==> config.mk <==
export PLATFORM = sky130hd
export DESIGN_NAME = commit_trace_buffer_flat
export DESIGN_NICKNAME = d
export VERILOG_FILES = /design/src/rtl/commit_trace_buffer_pkg.sv /design/src/rtl/commit_trace_buffer_if.sv /design/src/rtl/commit_trace_buffer_mem.sv /design/src/rtl/commit_trace_buffer.sv /design/src/flat_wrapper.sv
export SDC_FILE = /design/constraint.sdc
export NUM_CORES = 2
export LEC_CHECK = 0
export CAP_MARGIN = 5
export CORE_ASPECT_RATIO = 0.8
export CORE_MARGIN = 1.5
export CORE_UTILIZATION = 60
export CTS_CLUSTER_DIAMETER = 150
export DETAILED_ROUTE_END_ITERATION = 6
export PLACE_DENSITY = 0.78
export SLEW_MARGIN = 10
export SYNTH_ARGS = -nofsm -noshare
export SYNTH_HDL_FRONTEND = slang
export SYNTH_HIERARCHICAL = 1
export SYNTH_SLANG_ARGS = --single-unit
==> constraint.sdc <==
create_clock -name clk -period 13.8 [get_ports clk]
set_clock_uncertainty 0.05 [all_clocks]
set_input_delay 1.38 -clock clk [delete_from_list [all_inputs] [get_ports clk]]
set_output_delay 1.38 -clock clk [all_outputs]
set_load 0.05 [all_outputs]
==> src/rtl/commit_trace_buffer_pkg.sv <==
// Shared definitions for the commit trace buffer: record kinds, record
// layout and a helper that assembles a record from its fields.
package trace_pkg;

  localparam logic TRACE_GRF = 1'b0;
  localparam logic TRACE_DM  = 1'b1;

  // Record = kind + pc + addr + data.
  localparam int TRACE_W  = 97;
  localparam int OFF_DATA = 0;
  localparam int OFF_ADDR = 32;
  localparam int OFF_PC   = 64;
  localparam int OFF_KIND = 96;

  // Field order matches the offsets above (kind in the MSB, data in the LSBs).
  typedef struct packed {
    logic        kind;
    logic [31:0] pc;
    logic [31:0] addr;
    logic [31:0] data;
  } trace_rec_t;

  function automatic trace_rec_t mk_rec(input logic        kind,
                                        input logic [31:0] pc,
                                        input logic [31:0] addr,
                                        input logic [31:0] data);
    trace_rec_t r;
    r.kind = kind;
    r.pc   = pc;
    r.addr = addr;
    r.data = data;
    return r;
  endfunction

endpackage

==> src/rtl/commit_trace_buffer_if.sv <==
// Commit-side tap plus consumer read port of the trace buffer.
// Handshake: a record transfers on a rising clk edge where rd_valid && rd_ready;
// rd_valid never waits on rd_ready, and while rd_valid && !rd_ready the head
// fields hold stable. The commit inputs have no handshake: the core never stalls.
interface commit_trace_buffer_if #(
  parameter int AW = 4
);
  logic          grf_we;
  logic [4:0]    grf_addr;
  logic [31:0]   grf_wdata;
  logic [31:0]   grf_pc;
  logic          dm_we;
  logic [31:0]   dm_addr;
  logic [31:0]   dm_wdata;
  logic [31:0]   dm_pc;
  logic          rd_ready;
  logic          rd_valid;
  logic          rd_kind;
  logic [31:0]   rd_pc;
  logic [31:0]   rd_addr;
  logic [31:0]   rd_data;
  logic [AW:0]   count;
  logic          overflow;

  // Core + consumer side.
  modport master (
    output grf_we, grf_addr, grf_wdata, grf_pc,
    output dm_we, dm_addr, dm_wdata, dm_pc,
    output rd_ready,
    input  rd_valid, rd_kind, rd_pc, rd_addr, rd_data, count, overflow
  );

  // Trace buffer side.
  modport slave (
    input  grf_we, grf_addr, grf_wdata, grf_pc,
    input  dm_we, dm_addr, dm_wdata, dm_pc,
    input  rd_ready,
    output rd_valid, rd_kind, rd_pc, rd_addr, rd_data, count, overflow
  );
endinterface

==> src/rtl/commit_trace_buffer_mem.sv <==
// Record storage: DEPTH x TRACE_W register array with two write ports
// (port 0 at wr_ptr, port 1 at wr_ptr+1) and one asynchronous read port.
// Contents are not reset; validity is tracked by the top-level count.
module trace_mem
  import trace_pkg::*;
#(
  parameter int DEPTH = 16,
  parameter int AW    = 4
) (
  input  logic          clk,
  input  logic          we0,
  input  logic          we1,
  input  logic [AW-1:0] wr_ptr,
  input  trace_rec_t    wdata0,
  input  trace_rec_t    wdata1,
  input  logic [AW-1:0] rd_ptr,
  output trace_rec_t    rdata
);

  trace_rec_t    mem_q [DEPTH];
  logic [AW-1:0] wr_ptr1;

  // Second port targets the next slot; wraps naturally at AW bits.
  always_comb begin
    wr_ptr1 = wr_ptr + AW'(1);
  end

  // Both ports may write in the same cycle; DEPTH >= 2 keeps the slots distinct.
  always_ff @(posedge clk) begin
    if (we0) mem_q[wr_ptr]  <= wdata0;
    if (we1) mem_q[wr_ptr1] <= wdata1;
  end

  // Asynchronous read of the head slot.
  always_comb begin
    rdata = mem_q[rd_ptr];
  end

endmodule

==> src/rtl/commit_trace_buffer.sv <==
// Passive commit-stream observer: turns retired GRF writes and DM stores
// into FIFO trace records. Records that do not fit are dropped and the
// sticky overflow flag is raised; the core is never back-pressured.
module commit_trace_buffer
  import trace_pkg::*;
#(
  parameter int DEPTH = 16,
  parameter int AW    = 4
) (
  input  logic                  clk,
  input  logic                  reset,
  commit_trace_buffer_if.slave  bus
);

  localparam int FW = AW + 2;  // wide enough for DEPTH + 1

  logic [AW-1:0] wr_ptr_q, wr_ptr_d;
  logic [AW-1:0] rd_ptr_q, rd_ptr_d;
  logic [AW:0]   count_q,  count_d;
  logic          overflow_q, overflow_d;

  logic          grf_cand, dm_cand;
  logic          grf_push, dm_push;
  logic          rd_valid, pop, drop;
  logic [FW-1:0] free;
  logic          we0, we1;
  logic [1:0]    n_push;
  trace_rec_t    grf_rec, dm_rec, wdata0, wdata1, head;

  // Admission: work out what can be pushed given the slots free this cycle.
  always_comb begin
    grf_cand = bus.grf_we && (bus.grf_addr != 5'd0);
    dm_cand  = bus.dm_we;
    rd_valid = (count_q != '0);
    pop      = rd_valid && bus.rd_ready;
    // A same-cycle pop releases its slot for an incoming record.
    free     = FW'(DEPTH) - FW'(count_q) + FW'(pop);

    // GRF is ordered first, so it claims the first free slot.
    grf_push = grf_cand && (free >= FW'(1));
    dm_push  = dm_cand && (grf_push ? (free >= FW'(2)) : (free >= FW'(1)));
    drop     = (grf_cand && !grf_push) || (dm_cand && !dm_push);

    grf_rec  = mk_rec(TRACE_GRF, bus.grf_pc, {27'd0, bus.grf_addr}, bus.grf_wdata);
    dm_rec   = mk_rec(TRACE_DM, bus.dm_pc, bus.dm_addr, bus.dm_wdata);

    // Port 0 always carries the older record of the cycle.
    we0      = grf_push || dm_push;
    we1      = grf_push && dm_push;
    wdata0   = grf_push ? grf_rec : dm_rec;
    wdata1   = dm_rec;
    n_push   = {1'b0, we0} + {1'b0, we1};

    wr_ptr_d   = wr_ptr_q + AW'(n_push);
    rd_ptr_d   = rd_ptr_q + AW'(pop);
    count_d    = count_q + (AW+1)'(n_push) - (AW+1)'(pop);
    overflow_d = overflow_q || drop;
  end

  // Pointer, occupancy and sticky overflow state.
  always_ff @(posedge clk or posedge reset) begin
    if (reset) begin
      wr_ptr_q   <= '0;
      rd_ptr_q   <= '0;
      count_q    <= '0;
      overflow_q <= 1'b0;
    end else begin
      wr_ptr_q   <= wr_ptr_d;
      rd_ptr_q   <= rd_ptr_d;
      count_q    <= count_d;
      overflow_q <= overflow_d;
    end
  end

  trace_mem #(
    .DEPTH (DEPTH),
    .AW    (AW)
  ) u_mem (
    .clk    (clk),
    .we0    (we0),
    .we1    (we1),
    .wr_ptr (wr_ptr_q),
    .wdata0 (wdata0),
    .wdata1 (wdata1),
    .rd_ptr (rd_ptr_q),
    .rdata  (head)
  );

  // Head fields are forced to zero when the buffer is empty, which also
  // makes them read zero immediately when reset clears count.
  always_comb begin
    bus.rd_valid = rd_valid;
    bus.rd_kind  = rd_valid ? head.kind : 1'b0;
    bus.rd_pc    = rd_valid ? head.pc   : 32'd0;
    bus.rd_addr  = rd_valid ? head.addr : 32'd0;
    bus.rd_data  = rd_valid ? head.data : 32'd0;
    bus.count    = count_q;
    bus.overflow = overflow_q;
  end

endmodule

==> src/flat_wrapper.sv <==
// flat-port wrapper written by rule: the top's interface ports become plain ports
module commit_trace_buffer_flat import trace_pkg::*;
#(
  parameter int DEPTH = 16,
  parameter int AW    = 4
)
  (clk, reset, bus_grf_we, bus_grf_addr, bus_grf_wdata, bus_grf_pc, bus_dm_we, bus_dm_addr, bus_dm_wdata, bus_dm_pc, bus_rd_ready, bus_rd_valid, bus_rd_kind, bus_rd_pc, bus_rd_addr, bus_rd_data, bus_count, bus_overflow);
  commit_trace_buffer_if #(.AW(AW)) bus_i ();
  input  logic clk;
  input  logic reset;
  input wire logic [$bits(bus_i.grf_we)-1:0] bus_grf_we;
  input wire logic [$bits(bus_i.grf_addr)-1:0] bus_grf_addr;
  input wire logic [$bits(bus_i.grf_wdata)-1:0] bus_grf_wdata;
  input wire logic [$bits(bus_i.grf_pc)-1:0] bus_grf_pc;
  input wire logic [$bits(bus_i.dm_we)-1:0] bus_dm_we;
  input wire logic [$bits(bus_i.dm_addr)-1:0] bus_dm_addr;
  input wire logic [$bits(bus_i.dm_wdata)-1:0] bus_dm_wdata;
  input wire logic [$bits(bus_i.dm_pc)-1:0] bus_dm_pc;
  input wire logic [$bits(bus_i.rd_ready)-1:0] bus_rd_ready;
  output wire logic [$bits(bus_i.rd_valid)-1:0] bus_rd_valid;
  output wire logic [$bits(bus_i.rd_kind)-1:0] bus_rd_kind;
  output wire logic [$bits(bus_i.rd_pc)-1:0] bus_rd_pc;
  output wire logic [$bits(bus_i.rd_addr)-1:0] bus_rd_addr;
  output wire logic [$bits(bus_i.rd_data)-1:0] bus_rd_data;
  output wire logic [$bits(bus_i.count)-1:0] bus_count;
  output wire logic [$bits(bus_i.overflow)-1:0] bus_overflow;
  assign bus_i.grf_we = bus_grf_we;
  assign bus_i.grf_addr = bus_grf_addr;
  assign bus_i.grf_wdata = bus_grf_wdata;
  assign bus_i.grf_pc = bus_grf_pc;
  assign bus_i.dm_we = bus_dm_we;
  assign bus_i.dm_addr = bus_dm_addr;
  assign bus_i.dm_wdata = bus_dm_wdata;
  assign bus_i.dm_pc = bus_dm_pc;
  assign bus_i.rd_ready = bus_rd_ready;
  assign bus_rd_valid = bus_i.rd_valid;
  assign bus_rd_kind = bus_i.rd_kind;
  assign bus_rd_pc = bus_i.rd_pc;
  assign bus_rd_addr = bus_i.rd_addr;
  assign bus_rd_data = bus_i.rd_data;
  assign bus_count = bus_i.count;
  assign bus_overflow = bus_i.overflow;
  commit_trace_buffer #(.DEPTH(DEPTH), .AW(AW)) u_core (.clk(clk), .reset(reset), .bus(bus_i));
endmodule
==> impl_summary.md <==
Finish
The net count of the finished layout is 5181. The post-synthesis to final-layout area growth is 11.6%. The post-route standard cell area excluding fillers is 91000 sq um. In the final layout, the share of cells above drive strength 1 is 45.7%.

The number of filler cells placed in the layout is 8879.

Timing
For the pin with the worst max-slew slack, the measured transition is 1.36 ns. For this run, the top clock speed supported by timing is 114 MHz. Dividing the final minimum period by the clock period gives 63.3%. In this run the tightest slew margin relative to its limit is 9.04%. The clock period could shrink to 8.74 ns. The number of max-slew violations in the final report is 0.

The final-report hold violation count is 0. Setup repair after global routing left no endpoint under its margin. Setup total negative slack on the finished layout was measured at 0 ns. The worst hold margin is 0.585 ns. The setup violation total in the final timing report is 0.

Critical path
The start-to-end type of the worst setup path is reg -> reg. The arrival time of the worst setup path is 9.10 ns. The endpoint required time on the critical path is 14.16 ns. The worst setup path is launched from a register. The category of the worst setup path capture point is a register. In this run the worst path has a maximum fanout of 50.

Detailed routing
The overall via count from detail_route is 49700. The count of routing violations after the opening detailed-route iteration is 7167. Wires add up to 243 mm.

After detailed routing, the number of remaining DRC violations is 1. In the routed layout, each cell is associated on average with a via count of 7.20. The routed wirelength normalized by instance count is 35.3 microns. The number of nets with antenna violations after detailed routing is 0. The number of iterations in the first detailed-routing pass is 7.

Clock network
The total of cells resized after clock tree synthesis is 0. The clock slew seen by the registers of the worst setup and hold paths is 0.07 ns. The CTS root buffer is clkbuf_16. Counting the buffers created by CTS gives 155.

The clock drives 1566 sinks. Hold repair after CTS inserted 0 buffers. In this run the number of H-tree levels came out at 4.

Once the clock tree was built, the setup fixing pass inserted 0 buffers. At the later pin of the worst-skew pair, clock insertion delay measures 0.80 ns. The clock passes through at most 3 buffers. TritonCTS built the clock tree.

Die
The floorplan has 120 rows. In this run the count of I/O pins placed on the die edge is 274. The initial utilization of the core area, before any placement, comes to 60.7%.

The placeable core region is 134000 sq um. Measured along the x axis, the die boundary spans 415 microns. The area of the die is 138000 sq um. The vertical extent of the die is 333 microns.

Global routing
The number of antenna violations at the first check in global routing is 19. The overall track demand over capacity in global routing is 35.0%. The total grt overflow is 0. The first global-routing pass estimated 351 mm of wire. The via count of the first global-routing pass came to 49900. Entering global routing, the biggest net connects 139 pins.

Place
Summing all placed instances gives a cell area of 85900 sq um. The placed wire-length estimate after detailed placement is 124 mm. The count of buffers added on input and output ports is 273. The congestion estimate from routability-driven global placement came to 0.805.

Synth
The fraction of the yosys area taken by sequential cells is 57.6%. The number of distinct library cells after synthesis is 56. The number of synthesized flops with an enable pin is 1552.

The flip-flop and latch count after synthesis is 1566. After synthesis, the share of flip-flops with an asynchronous set or reset is 0.894%. For this run, the leading register cell type out of synthesis is edfxtp_1. Synthesis handed over a netlist of 4961 instances. The mean post-synth cell area is 16.4 sq um. The total of warnings raised by yosys is 6. The area of the mapped netlist is 81600 sq um.

Pwr
Summed over all cells, the static leakage comes to 30.0 nW. The power per cell area is 220 nW/um^2. The peak ir drop on the vdd network is 0.000231 V.

Status
The final reports fail on design-rule violations. The flow ran to the end, but the final reports show violations.

Hold path
The class of the most critical hold timing path is reg -> reg.

Job
The max-cap check violation count is 0.
==> logic make-up (layout without fill, tap and decap cells) <==
| family | after synthesis | in the layout | synth area share, % |
|---|---|---|---|
| multiplexers | 2005 | 2005 | 32.9 |
| XOR/XNOR | 7 | 7 | 0.0752 |
| buffers and inverters | 651 | 808 | 3.40 |
| flip-flops | 1566 | 1566 | 57.6 |
| AO/OA/AOI/OAI | 386 | 386 | 3.75 |
| other | 1 | 19 | 0.00460 |
| AND/OR/NAND/NOR | 326 | 326 | 1.95 |
| adder cells (fa/ha/maj) | 19 | 19 | 0.307 |
==> layout by cell type (no fill, tap or decap), types with 18 or more instances in the layout <==
| cell | n |
|---|---|
| buf_4 | 159 |
| nor2_4 | 20 |
| o2111ai_1 | 69 |
| a22oi_1 | 195 |
| edfxtp_1 | 1552 |
| o311ai_2 | 28 |
| nor2_1 | 66 |
| clkinv_2 | 25 |
| inv_1 | 85 |
| mux2_2 | 1490 |
| clkbuf_16 | 164 |
| clkbuf_1 | 30 |
| mux2i_1 | 65 |
| clkinv_1 | 35 |
| clkdlybuf4s50_1 | 273 |
| and2_1 | 97 |
| mux4_2 | 388 |
| o311ai_1 | 41 |
| nand2_1 | 103 |
| mux2_1 | 62 |
| a21boi_1 | 18 |
==> layer usage <==
metal	routed length (microns)	share of wire (%)	track usage, %
met1	92100	38	49.0
met2	114000	47	54.8
met3	27900	11	6.40
met4	9360	3.8	13.5
met5	85	0.035	0
==> registers in the layout, indices dropped and copies added (netlist names) <==
name and cells:
u_core/rd_ptr_q 4, u_core/bus.count 5, u_core/wr_ptr_q 4, u_core/bus.overflow 1
u_core/u_mem/mem_q 1552
==> path summary, 6_finish.rpt <==
| path | from | endpoint | slack (ns) | depth (start not counted) |
|---|---|---|---|---|
| worst max-delay path | u_core/bus.count[2] | u_core/u_mem/mem_q[13][12] | 5.06 | 22 |
| worst min-delay path | u_core/bus.overflow | u_core/bus.overflow | 0.59 | 1 |
| worst max register to register | u_core/bus.count[2] | u_core/u_mem/mem_q[13][12] | 5.06 | 22 |
| worst min register to register | u_core/bus.overflow | u_core/bus.overflow | 0.59 | 1 |
| max in group asynchronous | reset | u_core/rd_ptr_q[1] | 12.21 | 2 |
| min in group asynchronous | reset | u_core/bus.count[0] | 0.95 | 2 |
==> power breakdown <==
| group | internal (mW) | switching, mW | total, mW |
|---|---|---|---|
| clock network | 2.46 | 1.86 | 4.32 |
| logic | 3.47 | 5.34 | 8.81 |
| registers | 6.54 | 0.306 | 6.85 |
| total | 12.5 | 7.51 | 20.0 |
==> critical path, cell delays in order, from the launching register on <==
cell and delay [ns]:
dfrtp_1 0.47, inv_1 0.16, ha_1 0.26, nand2b_1 0.15, or3_4 0.70, nand2_1 0.24, ha_4 0.24, inv_1 0.09
ha_1 0.29, a211o_1 0.21, o41ai_4 0.08, buf_4 0.26, buf_4 0.43, o211ai_1 0.21, buf_4 0.50, nand2_1 0.47
ha_1 0.38, inv_1 0.12, mux2i_1 0.09, or2_2 0.39, nor2_4 1.01, buf_4 0.54, buf_4 0.80
==> Yosys cell counts, types with 2 or more instances <==
master / number / area share (%)
o311ai_0: 58 / 0.62
mux2_2: 1490 / 21
dfrtp_1: 14 / 0.43
o2111ai_1: 69 / 0.74
a21boi_1: 19 / 0.17
o21a_1: 3 / 0.028
and2_1: 98 / 0.75
edfxtp_1: 1552 / 57
nor3b_1: 5 / 0.046
buf_4: 12 / 0.11
nor2b_1: 6 / 0.046
a22oi_1: 195 / 1.8
buf_2: 170 / 1.0
xnor2_1: 3 / 0.032
buf_1: 28 / 0.13
clkbuf_1: 346 / 1.6
nand2b_1: 8 / 0.061
or3_1: 4 / 0.031
a21o_1: 3 / 0.028
nor3_1: 3 / 0.018
o21ai_0: 2 / 0.012
mux2i_1: 65 / 0.80
mux2_1: 62 / 0.86
a21boi_0: 8 / 0.074
nand2_1: 106 / 0.49
fa_1: 2 / 0.049
mux4_2: 388 / 11
o311ai_1: 11 / 0.12
xor2_1: 4 / 0.043
nor2_1: 84 / 0.39
a21oi_1: 8 / 0.049
ha_1: 16 / 0.25
inv_1: 85 / 0.39
nor2_2: 2 / 0.015
buf_6: 10 / 0.14
o21ai_1: 2 / 0.012
==> metrics by stage <==
stage          power [mW]  instances  util (%)  setup slack [ns]
4_1_cts              19.9       6893      67.7              5.30
2_1_floorplan        12.8       4967         -              1.70
6_report             20.0       6905      67.7              5.06
3_5_place_dp         15.6       6605      63.9              5.27
3_3_place_gp         15.5       6605      63.9              5.27
5_1_grt              20.6       6903      67.7              4.91
==> final cells by class <==
type	instances	area [sq um]	area share (%)
flip-flops and latches	1566	47000	51.6
multi-input cells	2750	32400	35.6
clock buffers	206	4380	4.81
repair buffers	435	3990	4.38
well taps	1769	2210	2.43
clock inverters	82	733	0.806
inverters	85	319	0.351
diodes	12	30.0	0.0330
Note: power is estimated with default switching activity, not from simulation.
